`config.mk`:
```
export PLATFORM = sky130hd
export DESIGN_NAME = salida_parqueo_flat
export DESIGN_NICKNAME = d
export VERILOG_FILES = /design/src/rtl/salida_parqueo_if.sv /design/src/rtl/salida_parqueo.sv /design/src/flat_wrapper.sv
export SDC_FILE = /design/constraint.sdc
export NUM_CORES = 1
export LEC_CHECK = 0
export CORE_MARGIN = 10
export CORE_UTILIZATION = 35
export CTS_CLUSTER_SIZE = 25
export DETAILED_ROUTE_END_ITERATION = 8
export PLACE_DENSITY = 0.54
export SETUP_SLACK_MARGIN = 0.4
export SYNTH_ARGS = -nofsm -noshare
export SYNTH_HDL_FRONTEND = slang
export SYNTH_SLANG_ARGS = --single-unit
```
`constraint.sdc`:
```
create_clock -name clock -period 2.75 [get_ports clock]
set_input_delay 0.4125 -clock clock [delete_from_list [all_inputs] [get_ports clock]]
set_output_delay 0.4125 -clock clock [all_outputs]
set_load 0.02 [all_outputs]
```
`src/rtl/salida_parqueo_if.sv`:
```
// -----------------------------------------------------------------------------
// salida_parqueo_if
// Signal bundle between the exit-lane sensors/keypad and the exit controller.
//   master : environment side (drives sensors and keypad, reads gate/alarms)
//   slave  : controller side (reads sensors and keypad, drives gate/alarms)
// Signals:
//   sensor_llegada_salida  vehicle present on the exit loop, before the gate
//   sensor_paso_salida     vehicle under / past the gate
//   clave_ingresada [7:0]  keypad PIN, qualified by clave_valida
//   clave_valida           one-cycle strobe for clave_ingresada
//   senal_compuerta        1 = gate open
//   senal_alarma_pin       1 = too many wrong PINs
//   senal_alarma_bloqueo   1 = gate locked (tailgate / wrong-way)
//   intentos [3:0]         wrong-PIN count, saturating
//   vehiculo_salio         one-cycle pulse per completed exit
// -----------------------------------------------------------------------------
interface salida_parqueo_if;
    logic       sensor_llegada_salida;
    logic       sensor_paso_salida;
    logic [7:0] clave_ingresada;
    logic       clave_valida;
    logic       senal_compuerta;
    logic       senal_alarma_pin;
    logic       senal_alarma_bloqueo;
    logic [3:0] intentos;
    logic       vehiculo_salio;

    modport master (
        output sensor_llegada_salida,
        output sensor_paso_salida,
        output clave_ingresada,
        output clave_valida,
        input  senal_compuerta,
        input  senal_alarma_pin,
        input  senal_alarma_bloqueo,
        input  intentos,
        input  vehiculo_salio
    );

    modport slave (
        input  sensor_llegada_salida,
        input  sensor_paso_salida,
        input  clave_ingresada,
        input  clave_valida,
        output senal_compuerta,
        output senal_alarma_pin,
        output senal_alarma_bloqueo,
        output intentos,
        output vehiculo_salio
    );
endinterface

```
`src/rtl/salida_parqueo.sv`:
```
// -----------------------------------------------------------------------------
// salida_parqueo
// Exit-lane gate controller. Detects a vehicle on the exit loop, checks an
// 8-bit exit PIN, opens the gate, follows the vehicle through it and closes
// the gate again. Raises a PIN alarm after repeated wrong PINs and a lock
// alarm on tailgating or wrong-way detection.
// Ports:
//   clock  system clock, rising edge
//   reset  asynchronous, active-low
//   bus    salida_parqueo_if.slave (sensors, keypad, gate and alarm outputs)
// All outputs come straight from registers.
// -----------------------------------------------------------------------------
module salida_parqueo #(
    parameter logic [7:0] CLAVE_CORRECTA   = 8'hA5,
    parameter int         MAX_INTENTOS     = 3,
    parameter int         TIEMPO_COMPUERTA = 1000,
    parameter int         ANCHO_TIEMPO     = 16
) (
    input  logic             clock,
    input  logic             reset,
    salida_parqueo_if.slave  bus
);

    // One-hot state encoding
    localparam logic [4:0] ESPERA      = 5'b00001;
    localparam logic [4:0] VERIFICANDO = 5'b00010;
    localparam logic [4:0] SALIENDO    = 5'b00100;
    localparam logic [4:0] CERRANDO    = 5'b01000;
    localparam logic [4:0] BLOQUEO     = 5'b10000;

    localparam logic [3:0]              MAX_I      = 4'(MAX_INTENTOS);
    localparam logic [ANCHO_TIEMPO-1:0] TIMER_LAST = ANCHO_TIEMPO'(TIEMPO_COMPUERTA - 1);

    logic [4:0]              state_reg, state_next;
    logic [ANCHO_TIEMPO-1:0] timer_reg, timer_next;
    logic [3:0]              intentos_reg, intentos_next;
    logic                    compuerta_reg, compuerta_next;
    logic                    alarma_pin_reg, alarma_pin_next;
    logic                    alarma_bloqueo_reg, alarma_bloqueo_next;
    logic                    salio_reg, salio_next;
    // Set once the exit loop has been seen empty while the vehicle is
    // passing; a later rising llegada means a second vehicle is following.
    logic                    visto_bajo_reg, visto_bajo_next;

    logic llegada;
    logic paso;
    logic clave_ok;

    assign llegada  = bus.sensor_llegada_salida;
    assign paso     = bus.sensor_paso_salida;
    assign clave_ok = bus.clave_valida && (bus.clave_ingresada == CLAVE_CORRECTA);

    always_comb begin
        state_next          = state_reg;
        timer_next          = timer_reg;
        intentos_next       = intentos_reg;
        compuerta_next      = compuerta_reg;
        alarma_pin_next     = alarma_pin_reg;
        alarma_bloqueo_next = alarma_bloqueo_reg;
        visto_bajo_next     = visto_bajo_reg;
        salio_next          = 1'b0;

        case (state_reg)
            ESPERA: begin
                // Keypad is ignored until a vehicle is on the loop.
                if (llegada && paso) begin
                    state_next          = BLOQUEO;
                    compuerta_next      = 1'b0;
                    alarma_bloqueo_next = 1'b1;
                end else if (llegada) begin
                    state_next = VERIFICANDO;
                end
            end

            VERIFICANDO: begin
                // Lock wins over a key strobe in the same cycle; a vehicle
                // backing out wins over the key as well.
                if (llegada && paso) begin
                    state_next          = BLOQUEO;
                    compuerta_next      = 1'b0;
                    alarma_bloqueo_next = 1'b1;
                end else if (!llegada) begin
                    state_next      = ESPERA;
                    intentos_next   = 4'd0;
                    alarma_pin_next = 1'b0;
                end else if (clave_ok) begin
                    state_next      = SALIENDO;
                    compuerta_next  = 1'b1;
                    intentos_next   = 4'd0;
                    alarma_pin_next = 1'b0;
                    timer_next      = '0;
                end else if (bus.clave_valida) begin
                    if (intentos_reg < MAX_I) begin
                        intentos_next = intentos_reg + 4'd1;
                    end
                    alarma_pin_next = (intentos_next >= MAX_I);
                end
            end

            SALIENDO: begin
                // A vehicle reaching the gate on the last open cycle still
                // gets through; the timer never counts past TIMER_LAST.
                if (paso) begin
                    state_next      = CERRANDO;
                    visto_bajo_next = 1'b0;
                end else if (timer_reg == TIMER_LAST) begin
                    compuerta_next = 1'b0;
                    state_next     = llegada ? VERIFICANDO : ESPERA;
                end else begin
                    timer_next = timer_reg + 1'b1;
                end
            end

            CERRANDO: begin
                if (visto_bajo_reg && llegada) begin
                    state_next          = BLOQUEO;
                    compuerta_next      = 1'b0;
                    alarma_bloqueo_next = 1'b1;
                end else if (!llegada && !paso) begin
                    state_next     = ESPERA;
                    compuerta_next = 1'b0;
                    salio_next     = 1'b1;
                end else if (!llegada) begin
                    visto_bajo_next = 1'b1;
                end
            end

            BLOQUEO: begin
                // Only a correct key with the lane fully clear unlocks;
                // wrong keys are not counted here.
                if (clave_ok && !llegada && !paso) begin
                    state_next          = ESPERA;
                    alarma_bloqueo_next = 1'b0;
                    intentos_next       = 4'd0;
                    alarma_pin_next     = 1'b0;
                end
            end

            default: begin
                // Corrupted encoding: recover to a safe, closed gate.
                state_next          = ESPERA;
                timer_next          = '0;
                intentos_next       = 4'd0;
                compuerta_next      = 1'b0;
                alarma_pin_next     = 1'b0;
                alarma_bloqueo_next = 1'b0;
                visto_bajo_next     = 1'b0;
            end
        endcase
    end

    always_ff @(posedge clock or negedge reset) begin
        if (!reset) begin
            state_reg          <= ESPERA;
            timer_reg          <= '0;
            intentos_reg       <= 4'd0;
            compuerta_reg      <= 1'b0;
            alarma_pin_reg     <= 1'b0;
            alarma_bloqueo_reg <= 1'b0;
            salio_reg          <= 1'b0;
            visto_bajo_reg     <= 1'b0;
        end else begin
            state_reg          <= state_next;
            timer_reg          <= timer_next;
            intentos_reg       <= intentos_next;
            compuerta_reg      <= compuerta_next;
            alarma_pin_reg     <= alarma_pin_next;
            alarma_bloqueo_reg <= alarma_bloqueo_next;
            salio_reg          <= salio_next;
            visto_bajo_reg     <= visto_bajo_next;
        end
    end

    assign bus.senal_compuerta      = compuerta_reg;
    assign bus.senal_alarma_pin     = alarma_pin_reg;
    assign bus.senal_alarma_bloqueo = alarma_bloqueo_reg;
    assign bus.intentos             = intentos_reg;
    assign bus.vehiculo_salio       = salio_reg;

endmodule

```
`src/flat_wrapper.sv`:
```
// flat-port wrapper written by rule: the top's interface ports become plain ports
module salida_parqueo_flat 
#(
    parameter logic [7:0] CLAVE_CORRECTA   = 8'hA5,
    parameter int         MAX_INTENTOS     = 3,
    parameter int         TIEMPO_COMPUERTA = 1000,
    parameter int         ANCHO_TIEMPO     = 16
)
  (clock, reset, bus_sensor_llegada_salida, bus_sensor_paso_salida, bus_clave_ingresada, bus_clave_valida, bus_senal_compuerta, bus_senal_alarma_pin, bus_senal_alarma_bloqueo, bus_intentos, bus_vehiculo_salio);
  salida_parqueo_if bus_i ();
  input  logic clock;
  input  logic reset;
  input wire logic [$bits(bus_i.sensor_llegada_salida)-1:0] bus_sensor_llegada_salida;
  input wire logic [$bits(bus_i.sensor_paso_salida)-1:0] bus_sensor_paso_salida;
  input wire logic [$bits(bus_i.clave_ingresada)-1:0] bus_clave_ingresada;
  input wire logic [$bits(bus_i.clave_valida)-1:0] bus_clave_valida;
  output wire logic [$bits(bus_i.senal_compuerta)-1:0] bus_senal_compuerta;
  output wire logic [$bits(bus_i.senal_alarma_pin)-1:0] bus_senal_alarma_pin;
  output wire logic [$bits(bus_i.senal_alarma_bloqueo)-1:0] bus_senal_alarma_bloqueo;
  output wire logic [$bits(bus_i.intentos)-1:0] bus_intentos;
  output wire logic [$bits(bus_i.vehiculo_salio)-1:0] bus_vehiculo_salio;
  assign bus_i.sensor_llegada_salida = bus_sensor_llegada_salida;
  assign bus_i.sensor_paso_salida = bus_sensor_paso_salida;
  assign bus_i.clave_ingresada = bus_clave_ingresada;
  assign bus_i.clave_valida = bus_clave_valida;
  assign bus_senal_compuerta = bus_i.senal_compuerta;
  assign bus_senal_alarma_pin = bus_i.senal_alarma_pin;
  assign bus_senal_alarma_bloqueo = bus_i.senal_alarma_bloqueo;
  assign bus_intentos = bus_i.intentos;
  assign bus_vehiculo_salio = bus_i.vehiculo_salio;
  salida_parqueo #(.CLAVE_CORRECTA(CLAVE_CORRECTA), .MAX_INTENTOS(MAX_INTENTOS), .TIEMPO_COMPUERTA(TIEMPO_COMPUERTA), .ANCHO_TIEMPO(ANCHO_TIEMPO)) u_core (.clock(clock), .reset(reset), .bus(bus_i));
endmodule
```
Word level (Yosys, flattened, before mapping)
Index checks and enable logic that the tools add are counted.
{"block": "classes", "eq_ne": 28, "add_sub_neg": 2, "reduce_logical": 18, "magnitude_cmp": 2, "mux": 56, "n_bitwise": 5}
{"operator": "2-to-1 mux 16 bit", "count": 5}
{"operator": "2-to-1 mux 5 bit", "count": 10}
{"operator": "case mux 16 bit (3 select lines)", "count": 1}
{"operator": "2-to-1 mux 4 bit", "count": 11}
{"operator": "case mux 5 bit (5 select lines)", "count": 1}
{"operator": "2-to-1 mux 1 bit", "count": 22}
{"operator": "adder 16 x 1 -> 16 bit (second input constant)", "count": 1}
{"operator": "== test 16 x 10 -> 1 bit (second input constant)", "count": 1}
{"operator": "!= test 2 bit (second input constant)", "count": 8}
{"operator": "!= test 2 x 1 -> 1 bit (second input constant)", "count": 6}
{"operator": "case mux 4 bit (3 select lines)", "count": 1}
{"operator": "AND reduction 5 bit", "count": 2}
{"operator": "!= test 3 x 2 -> 1 bit (second input constant)", "count": 3}
{"operator": "OR reduction 3 bit", "count": 3}
{"operator": "== test 8 bit (second input constant)", "count": 1}
{"operator": "AND reduction 4 bit", "count": 2}
{"operator": "AND reduction 7 bit", "count": 1}
{"operator": "logical AND 1 bit", "count": 6}
{"operator": "!= test 3 x 1 -> 1 bit (second input constant)", "count": 2}
{"operator": "case mux 1 bit (3 select lines)", "count": 2}
{"operator": "AND reduction 6 bit", "count": 1}
{"operator": "== test 5 x 1 -> 1 bit (second input constant)", "count": 1}
{"operator": "== test 5 x 2 -> 1 bit (second input constant)", "count": 1}
{"operator": "== test 5 x 3 -> 1 bit (second input constant)", "count": 1}
{"operator": "other kinds (13)", "count": 18}
{"block": "word_totals", "inputBits": 13, "regBits": 30}

Depth between registers and ports, before layout
Gate-level depths: netlist of the first run.
{"block": "logic_depth", "word_depth": 13, "depth_mapped": 7}

Worst setup path before layout of the first run
Ideal clock, no wire load.
{"block": "synth_path", "kind": "register to register", "from": "reg u_core.timer_reg[11]", "to": "reg u_core.state_reg[1]", "t_arrival_ps": 2060, "path_stages_with_launch": 6, "setup_time_ps": 92, "period_less_slack_ps": 2152, "slack_ps": 598, "cell_sequence": "dfrtp_1 or4_4 nor4_4 nor2_2 a2111o_1 o31ai_2"}
{"block": "synth_between", "elab_chain_len": 3}
{"item": "start, declared", "line": "salida_parqueo.sv:35", "rtl": "logic [ANCHO_TIEMPO-1:0] timer_reg, timer_next;"}
{"item": "start signal, assigned", "line": "salida_parqueo.sv:164", "rtl": "timer_reg <= timer_next;"}
{"item": "== test 16 x 10 -> 1 bit", "line": "salida_parqueo.sv:106", "rtl": "end else if (timer_reg == TIMER_LAST) begin"}
{"item": "!= test 3 x 2 -> 1 bit (no source line)"}
{"item": "AND reduction 5 bit (no source line)"}
{"item": "end signal, assigned", "line": "salida_parqueo.sv:163", "rtl": "state_reg <= state_next;"}
{"item": "end, declared", "line": "salida_parqueo.sv:34", "rtl": "logic [4:0] state_reg, state_next;"}
No other way between the ends.
A chain may end at the register's enable or synchronous reset.

Final worst setup path of the first run
Ends and elaborated chain as after synthesis.

==> metrics.txt, run 1 <==
Leak 0.9249 nW; Tot GR Track Use 12.39%; maxcap violations 0; TritonCTS buffer count 5; CP Cell Sequence or4_4 -> nor4_4 -> nor2_2 -> a2111o_1 -> o31ai_2; Flop pwr share 36.9%; Clk pwr share 24.6%; clk_skew 4.945 ps; Hold Slack 508.3 ps; share of cells above drive strength 1 11.07%; CP Capture Type flip-flop; H-tree depth 2; Seq/Total Area, Yosys 39.85%; final net count 267; Area Overhead vs Synth 21.62%; CTS Root Cell clkbuf_8; clock slew at reported path FFs 60 ps; DR iter-0 viols 67; Die X 93.42 µm; Net Sw Power 589.3 µW; ys flop type dfrtp_1; cell taking the most area after synthesis dfrtp_1; Critical Path Fanout Max 8; fin area 0.002295 mm²; Buf/Inv on CP 0; cts hold-fix bufs 0; Hold/Removal Path Class input port to async pin; clk sinks 30; PwrDens 657.2 mW/mm²; CP Class flip-flop to flip-flop; Yosys Warn Count 0; placed cell area 0.002193 mm²; Clk Latency, worst-skew pair 290 ps; switch share 39.08%; CP delay by family, top simple AND/OR/NAND/NOR gates; r2r startpoint u_core.timer_reg[11]$_DFFE_PN0P_; largest net degree at the start of global routing 31; I/O pin cnt 21; Area contributors post-synth dfrtp_1 (38%), o21ai_0 (7.4%), nand2_1 (5.8%); EDFF count, synth 0; status complete, no violations; VDD IR max 0.0002656 V; WL per Instance 15.95 µm; Setup TNS 0 ps; # rows 26; # DRC 0; min Tclk post-route 2190 ps; Post-synth top cells dfrtp_1 (29), nand2_1 (29), o21ai_0 (28); Unique masters post-synth 47; final hold vios 0; Achievable Freq 456.6 MHz; P_int 918.8 µW; detailed placement HPWL 3809 µm; Arrival @ worst endpoint 2390 ps; # diodes 0; chip height 93.42 µm; syn avg cell area 8.275 µm²; vias in the first global route 1,741; flops & latches, synth 30; Die Area 0.008727 mm²; Final Slew Violations 0; core region area 0.005172 mm²; Mapped Area 0.001887 mm²; worst-margin pin slew 643.8 ps; max reg flops 16; slowest library cell on the worst path or4_4; total routed wirelength 5153 µm; slew margin rel. 56.69%; grt total ovfl 0; final weighted congestion in routability-driven placement 0.8417; Vias 1,836; Initial Util 36.48%; Syn Inst Count 228; Vias/cell 5.684; asr flop ratio synth 100.0%; final core occ 44.36%; Tcrit/Tclk final 79.64%; Max clock buf depth 2; final setup vio count 0; slowest cell delay on critical path 570 ps; total iterations of the first detailed-routing run 5; Worst setup SP type flip-flop; setup slack, reg-to-reg 560 ps; final antenna-violating net count 0; global-route wire length before repair 8728 µm; top-area cell type share of the netlist area 38.46%; Setup Fix Bufs, Post-CTS 0; reg2reg end u_core.state_reg[1]$_DFFE_PN0P_; part of the power in combinational logic 38.5%; initial antenna violation count 0; cell count of the worst reg-to-reg path 5; # port buffers 20; CTS tree yes; RSZ-0062 raised after global routing yes; post_cts resized 0; syn nets 243; Worst EP required 2950 ps
==> layer usage <==
layer / vias to the layer above / wire length, µm / track usage, % / part of all wire (%)
met5: - / 0 / 0 / 0
met4: 0 / 91 / 4.756 / 1.8
met3: 9 / 280 / 3.277 / 5.4
met2: 59 / 2307 / 18.39 / 45
met1: 862 / 2475 / 16.66 / 48
li1: 906 / - / - / -
==> power groups by stage <==
stage	clock, mW	sequential, mW	combinational [mW]
6_report	0.371	0.556	0.581
5_1_grt	0.407	0.564	0.656
4_1_cts	0.382	0.555	0.581
3_5_place_dp	0	0.562	0.578
3_3_place_gp	0	0.562	0.589
2_1_floorplan	0	0.521	0.413
==> area by class of cell <==
class                      count  area [µm²]
tap                           70       87.58
multi-input combinational    182        1085
inverter                       5       18.77
timing repair buffer          28       260.3
clock inverter                 1       5.005
clock buffer                   7       86.33
fill                         499        2878
sequential                    30       752.0
==> cell families after synthesis <==
kind of cell	share of synthesized area, %
AO/OA/AOI/OAI	25.26
adder cells (fa/ha/maj)	1.326
buffers and inverters	3.183
flip-flops	39.85
multiplexers	0.5305
AND/OR/NAND/NOR	29.84
==> placed cells by master (no fill, tap or decap), types with 4 or more instances in the layout <==
master / n
clkbuf_8: 6
o22ai_1: 4
a31oi_1: 9
nand3_1: 11
dfrtp_1: 29
nand4_1: 4
clkdlybuf4s50_1: 20
inv_1: 5
nor2_1: 19
buf_4: 8
o21ai_0: 28
nor2b_1: 10
nand2_1: 29
a21oi_1: 11
==> through the flow <==
stage	worst slack (ps)	instances	power (mW)
after floorplan	597.8	228	0.9341
after global placement	275.2	315	1.151
after detailed placement	236.7	315	1.140
after CTS	529.7	323	1.518
after global routing	375.5	323	1.626
final	559.9	323	1.508
==> worst max path at each step <==
stage | depth (start not counted) | start | to | slack, ps
3_5_place_dp | 6 | bus_sensor_paso_salida | u_core.state_reg[1]$_DFFE_PN0P_ | 240
2_1_floorplan | 5 | u_core.timer_reg[11]$_DFFE_PN0P_ | u_core.state_reg[1]$_DFFE_PN0P_ | 600
3_3_place_gp | 6 | bus_sensor_paso_salida | u_core.timer_reg[6]$_DFFE_PN0P_ | 280
5_1_grt | 7 | bus_sensor_paso_salida | u_core.timer_reg[3]$_DFFE_PN0P_ | 380
6_report | 5 | u_core.timer_reg[11]$_DFFE_PN0P_ | u_core.state_reg[1]$_DFFE_PN0P_ | 560
4_1_cts | 6 | bus_sensor_paso_salida | u_core.state_reg[1]$_DFFE_PN0P_ | 530
(Power assumes the default switching activity.)
==> run 2: changes to the inputs <==
- PLACE_DENSITY: 0.54 -> 0.56
- clock period: 2.75 -> 1.9 ns (I/O delays scaled with it)
==> run 2 against run 1 <==
Net effect:
- clock skew is 1.8 ps lower
- register-to-register slack worse by 670 ps
- critical path depth stayed put
- hold slack worse by 100 ps
- via count is 14% higher
- final cell count is 18% higher
- power is 89% higher
- fmax is 9.1% higher
- non-clock buffer count is 59 higher
- wire length is 18% higher
- final area is 33% higher
- critical endpoint unchanged
- core utilization is 15 points higher
- the run now ends with negative setup slack left
==> metrics.txt, run 2 (synthesis results as in run 1) <==
status finished with violations (was complete, no violations); failing checks negative setup slack; Vias/cell 5.463 (was 5.684); H-tree depth 2 (unchanged); total iterations of the first detailed-routing run 4 (was 5); commonest non-fill, non-tap cell in the layout buf_4; WL per Instance 15.87 µm (was 15.95 µm); clk sinks 30 (unchanged); detailed placement HPWL 4174 µm (was 3809 µm); final weighted congestion in routability-driven placement 0.9091 (was 0.8417); RSZ-0062 raised after global routing yes (unchanged); Initial Util 36.48% (unchanged); Net Sw Power 1.089 mW (was 589.3 µW); setup slack, reg-to-reg -110 ps (was 560 ps); final net count 326 (was 267); Clk Latency, worst-skew pair 280 ps (was 290 ps); Hold/Removal Path Class input port to async pin (unchanged); CTS tree yes (unchanged); Arrival @ worst endpoint 2190 ps (was 2390 ps); Tot GR Track Use 13.45% (was 12.39%); clk_skew 3.157 ps (was 4.945 ps); final setup vio count 10 (was 0); grt met3 use 3.997% (was 3.277%); Worst EP required 2080 ps (was 2950 ps); VDD IR max 0.0004812 V (was 0.0002656 V); total routed wirelength 6063 µm (was 5153 µm); Achievable Freq 498.0 MHz (was 456.6 MHz); chip height 93.42 µm (unchanged); P_int 1.768 mW (was 918.8 µW); Pwr Total 2.857 mW (was 1.508 mW); Hold Slack 405.8 ps (was 508.3 ps); Worst setup SP type flip-flop (unchanged); Vias 2,087 (was 1,836); maxcap violations 0 (unchanged); grt peak-use layer met2 (unchanged); largest net degree at the start of global routing 31 (unchanged); Clk pwr share 21.4% (was 24.6%); clock slew at reported path FFs 70 ps (was 60 ps); met2 Track Usage GR 21.64% (was 18.39%); slew margin rel. 65.88% (was 56.69%); TritonCTS buffer count 5 (unchanged); final hold vios 0 (unchanged); Tcrit/Tclk final 105.7% (was 79.64%); Die Area 0.008727 mm² (unchanged); Cell Count, Final, Fillers Out 382 (was 323); part of the power in combinational logic 50.6% (was 38.5%); grt total ovfl 0 (unchanged); final core occ 59.17% (was 44.36%); Leak 1.448 nW (was 0.9249 nW); # rows 26 (unchanged); PwrDens 933.4 mW/mm² (was 657.2 mW/mm²); switch share 38.11% (was 39.08%); # DRC 0 (unchanged); setup ws final -108.1 ps (was 559.9 ps); # port buffers 20 (unchanged); Final Slew Violations 0 (unchanged); GR Util met1 17.44% (was 16.66%); I/O pin cnt 21 (unchanged); DR iter-0 viols 160 (was 67); worst-margin pin slew 509.9 ps (was 643.8 ps); Critical Path Fanout Max 3 (was 8); min Tclk post-route 2008 ps (was 2190 ps); Die X 93.42 µm (unchanged); max reg flops 16 (unchanged); CTS Root Cell clkbuf_8 (unchanged); final antenna-violating net count 0 (unchanged); share of cells above drive strength 1 41.03% (was 11.07%); Flop pwr share 27.9% (was 36.9%); # diodes 0 (unchanged); vias in the first global route 1,963 (was 1,741); Area Overhead vs Synth 62.20% (was 21.62%); Post-Place Worst Slack -312.6 ps (was 236.7 ps); placed cells 355 (was 315); cts hold-fix bufs 0 (unchanged); initial antenna violation count 0 (unchanged); CP Capture Type flip-flop (unchanged); reg2reg end u_core.state_reg[1]$_DFFE_PN0P_ (unchanged); r2r startpoint u_core.timer_reg[14]$_DFFE_PN0P_ (was u_core.timer_reg[11]$_DFFE_PN0P_); CP Class flip-flop to flip-flop (unchanged); cell count of the worst reg-to-reg path 5 (unchanged); core region area 0.005172 mm² (unchanged); global-route wire length before repair 9625 µm (was 8728 µm); Max clock buf depth 2 (unchanged); commonest non-fill, non-tap cells in the layout buf_4 (59), dfrtp_1 (27), nand2_1 (24) (was nand2_1 (29), dfrtp_1 (29), o21ai_0 (28))
==> run 2: cell types whose count changed in the layout (fill, tap and decap cells not counted), moves of 5 or more <==
cell,before,now
buf_6,0,8
o21ai_0,28,11
dlymetal6s2s_1,0,5
buf_4,8,59
clkdlybuf4s50_1,20,3
nand2_1,29,24
a21oi_1,11,5
o21ai_1,0,14
a21oi_2,1,7
dlygate4sd2_1,0,12
==> run 2: metrics by stage <==
| step | cell area [µm²] | TNS (ps) |
|---|---|---|
| floorplan | 2026 | -4.545 |
| global placement | 2596 | -6524 |
| detailed placement | 2596 | -6487 |
| CTS | 2840 | -261.8 |
| global route | 3060 | -1921 |
| finish | 3060 | -475.3 |
==> run 2: power by group through the flow <==
stage / clock (mW) / combinational (mW) / sequential (mW)
floorplan: 0 / 0.706 / 0.757
global placement: 0 / 1.10 / 0.805
detailed placement: 0 / 1.10 / 0.805
CTS: 0.621 / 1.26 / 0.794
global route: 0.657 / 1.57 / 0.810
finish: 0.612 / 1.45 / 0.798
==> run 2: what timing repair did <==
item / 4_1_cts / 5_1_grt
endpoints found under the setup margin: 35 / 30
buffers inserted: 7 / 11
pin swaps: 15 / 13
gates cloned: 1 / 0
gates resized for setup: 39 / 29
==> run 2: layer usage <==
| metal | wire length, µm | share of wire (%) | up-vias |
|---|---|---|---|
| met5 | 0 | 0 | - |
| met4 | 42 | 0.69 | 0 |
| met3 | 331 | 5.5 | 4 |
| met2 | 2879 | 47 | 60 |
| met1 | 2810 | 46 | 1000 |
| li1 | - | - | 1023 |
==> run 2: critical path: stages (launching register included) <==
cell and delay [ps]:
dfrtp_1 390, or4_4 570, nor4_4 340, nor2_4 70
a2111o_1 340, o31ai_2 200
==> run 2: final cells by class <==
cell class,instances,area [µm²]
fill,460,2112
multi-input combinational,182,1359
sequential,30,754.5
timing repair buffer,87,730.7
clock buffer,8,110.1
tap,70,87.58
inverter,5,18.77
==> run 2: worst max path at each step <==
stage | depth (start not counted) | startpoint | to
floorplan | 5 | u_core.timer_reg[15]$_DFFE_PN0P_ | u_core.state_reg[1]$_DFFE_PN0P_
global placement | 7 | bus_clave_ingresada[0] | u_core.timer_reg[8]$_DFFE_PN0P_
detailed placement | 7 | bus_clave_ingresada[0] | u_core.timer_reg[8]$_DFFE_PN0P_
CTS | 5 | u_core.timer_reg[12]$_DFFE_PN0P_ | u_core.state_reg[1]$_DFFE_PN0P_
global route | 7 | u_core.state_reg[4]$_DFFE_PN0P_ | u_core.timer_reg[8]$_DFFE_PN0P_
finish | 5 | u_core.timer_reg[14]$_DFFE_PN0P_ | u_core.state_reg[1]$_DFFE_PN0P_
==> run 3: changes to the inputs <==
- REMOVE_ABC_BUFFERS: unset -> 1
- SLEW_MARGIN: unset -> 20
==> run 3 against run 2 <==
Net effect:
- the run still ends with negative setup slack left
- hold slack got worse by 22 ps
- first-iteration DRC count down 8.1%
- clock power decreased by 10%
- sequential share of layout area rose by 0.62 points
- fmax rose by 5.1%
- via count down 1.1%
- power grew 2.4%
- global-route usage fell by 0.28 points
- final area fell by 2.5%
- sequential cell count is the same
- critical path type unchanged
- highest routed layer unchanged
==> metrics.txt, run 3 (synthesis results as in run 1) <==
maxcap violations 0 (unchanged); vias in the first global route 1,963 (unchanged); chip height 93.42 µm (unchanged); Vias/cell 5.489 (was 5.463); initial antenna violation count 0 (unchanged); failing checks negative setup slack (unchanged); Max clock buf depth 2 (unchanged); Achievable Freq 523.5 MHz (was 498.0 MHz); min Tclk post-route 1910 ps (was 2008 ps); Area Overhead vs Synth 58.22% (was 62.20%); slowest cell delay on critical path 560 ps (was 570 ps); final net count 320 (was 326); clk sinks 30 (unchanged); Post-Place Worst Slack -402.3 ps (was -312.6 ps); Tcrit/Tclk final 100.5% (was 105.7%); slew margin rel. 66.26% (was 65.88%); placed cells 356 (was 355); Buf/Inv on CP 1 (was 0); CTS Root Cell clkbuf_8 (unchanged); part of the power in combinational logic 55.1% (was 50.6%); RSZ-0062 raised after global routing yes (unchanged); I/O pin cnt 21 (unchanged); Worst setup SP type flip-flop (unchanged); setup ws final -10.38 ps (was -108.1 ps); CP delay by family, top simple AND/OR/NAND/NOR gates (unchanged); Clk Latency, worst-skew pair 290 ps (was 280 ps); clk_skew 4.748 ps (was 3.157 ps); Net Sw Power 1.163 mW (was 1.089 mW); slowest library cell on the worst path or4_4 (unchanged); cts hold-fix bufs 0 (unchanged); CP Cell Sequence or4_4 -> nor4_4 -> nor2_2 -> a2111o_1 -> buf_4 -> o22ai_2 (was or4_4 -> nor4_4 -> nor2_4 -> a2111o_1 -> o31ai_2); Final Slew Violations 0 (unchanged); largest net degree at the start of global routing 31 (unchanged); DR iter-0 viols 147 (was 160); Clk pwr share 18.7% (was 21.4%); switch share 39.75% (was 38.11%); WL per Instance 15.84 µm (was 15.87 µm); Leak 1.330 nW (was 1.448 nW); Worst EP required 2120 ps (was 2080 ps); grt total ovfl 0 (unchanged); Cell Count, Final, Fillers Out 376 (was 382); total iterations of the first detailed-routing run 4 (unchanged); core region area 0.005172 mm² (unchanged); Tot GR Track Use 13.17% (was 13.45%); VDD IR max 0.0004260 V (was 0.0004812 V); # port buffers 20 (unchanged); max reg flops 16 (unchanged); final weighted congestion in routability-driven placement 0.9006 (was 0.9091); total routed wirelength 5956 µm (was 6063 µm); clock slew at reported path FFs 70 ps (about the same); PwrDens 980.0 mW/mm² (was 933.4 mW/mm²); final setup vio count 1 (was 10); commonest non-fill, non-tap cells in the layout buf_4 (55), dfrtp_1 (27), nand2_1 (24) (was buf_4 (59), dfrtp_1 (27), nand2_1 (24)); H-tree depth 2 (unchanged); Critical Path Fanout Max 2 (was 3); final antenna-violating net count 0 (unchanged); P_int 1.763 mW (was 1.768 mW); Flop pwr share 26.2% (was 27.9%); commonest non-fill, non-tap cell in the layout buf_4 (unchanged); Hold/Removal Path Class input port to async pin (unchanged); final hold vios 0 (unchanged); # diodes 0 (unchanged); Pwr Total 2.926 mW (was 2.857 mW); global-route wire length before repair 9273 µm (was 9625 µm); # DRC 0 (unchanged); Die X 93.42 µm (unchanged); worst-margin pin slew 501.5 ps (was 509.9 ps); CP Capture Type flip-flop (unchanged); status finished with violations (unchanged); detailed placement HPWL 3987 µm (was 4174 µm); Vias 2,064 (was 2,087); CP Class flip-flop to flip-flop (unchanged); TritonCTS buffer count 5 (unchanged); Arrival @ worst endpoint 2130 ps (was 2190 ps); Die Area 0.008727 mm² (unchanged); placed cell area 0.002501 mm² (was 0.002596 mm²); fin area 0.002985 mm² (was 0.003060 mm²); Initial Util 36.48% (unchanged); CTS tree yes (unchanged); # rows 26 (unchanged); share of cells above drive strength 1 40.52% (was 41.03%)
[run 3: cell types whose count changed in the layout (fill, tap and decap cells not counted), sizes merged]
cell           change
dlygate4sd2        +3
clkdlybuf4s15      +2
clkinv             +1
clkbuf             -1
dlymetal6s2s       -5
buf                -6
[run 3: final timing paths]
check	start	endpoint	slack (ps)	depth (start not counted)
min in group clock	u_core.bus.senal_compuerta$_DFFE_PN0P_	u_core.bus.senal_compuerta$_DFFE_PN0P_	500	2
max reg2reg	u_core.timer_reg[14]$_DFFE_PN0P_	u_core.state_reg[0]$_DFFE_PN1P_	-10	6
min reg2reg	u_core.bus.senal_compuerta$_DFFE_PN0P_	u_core.bus.senal_compuerta$_DFFE_PN0P_	500	2
max in group asynchronous	reset	u_core.state_reg[0]$_DFFE_PN1P_	1200	2
min	reset	u_core.state_reg[4]$_DFFE_PN0P_	380	2
max	u_core.timer_reg[14]$_DFFE_PN0P_	u_core.state_reg[0]$_DFFE_PN1P_	-10	6
[run 3: repair_timing]
action,CTS,global route
resized for setup,76,35
pin swaps,20,15
endpoints found under the hold margin,0,0
setup buffers,5,7
setup endpoints to repair,36,29
[run 3: layout make-up]
cell class                 count  area, µm²
sequential                    30      754.5
inverter                       5      18.77
clock buffer                   7      86.33
tap                           70      87.58
timing repair buffer          81      661.9
multi-input combinational    182       1371
fill                         438       2187
clock inverter                 1      5.005
[run 3: power by group through the flow]
stage,Combinational [mW],Clock [mW],Sequential [mW]
floorplan,0.522,0,0.799
global placement,1.10,0,0.785
detailed placement,1.10,0,0.782
CTS,1.29,0.561,0.765
global route,1.73,0.593,0.771
finish,1.61,0.548,0.767
[run 3: metrics by stage]
stage	hold WS, ps	setup TNS (ps)	utilization (%)
after floorplan	-10.59	-701.3	-
after global placement	474.9	-7169	48.36
after detailed placement	487.3	-7783	48.36
after CTS	407.3	-2.226	53.73
after global routing	433.4	-387.5	57.72
final	383.8	-10.38	57.72
[run 3: metal layers]
layer / track usage [%] / part of all wire (%)
met1: 16.16 / 45
met2: 21.35 / 47
met3: 3.277 / 5.8
met4: 5.656 / 1.8
met5: 0 / 0
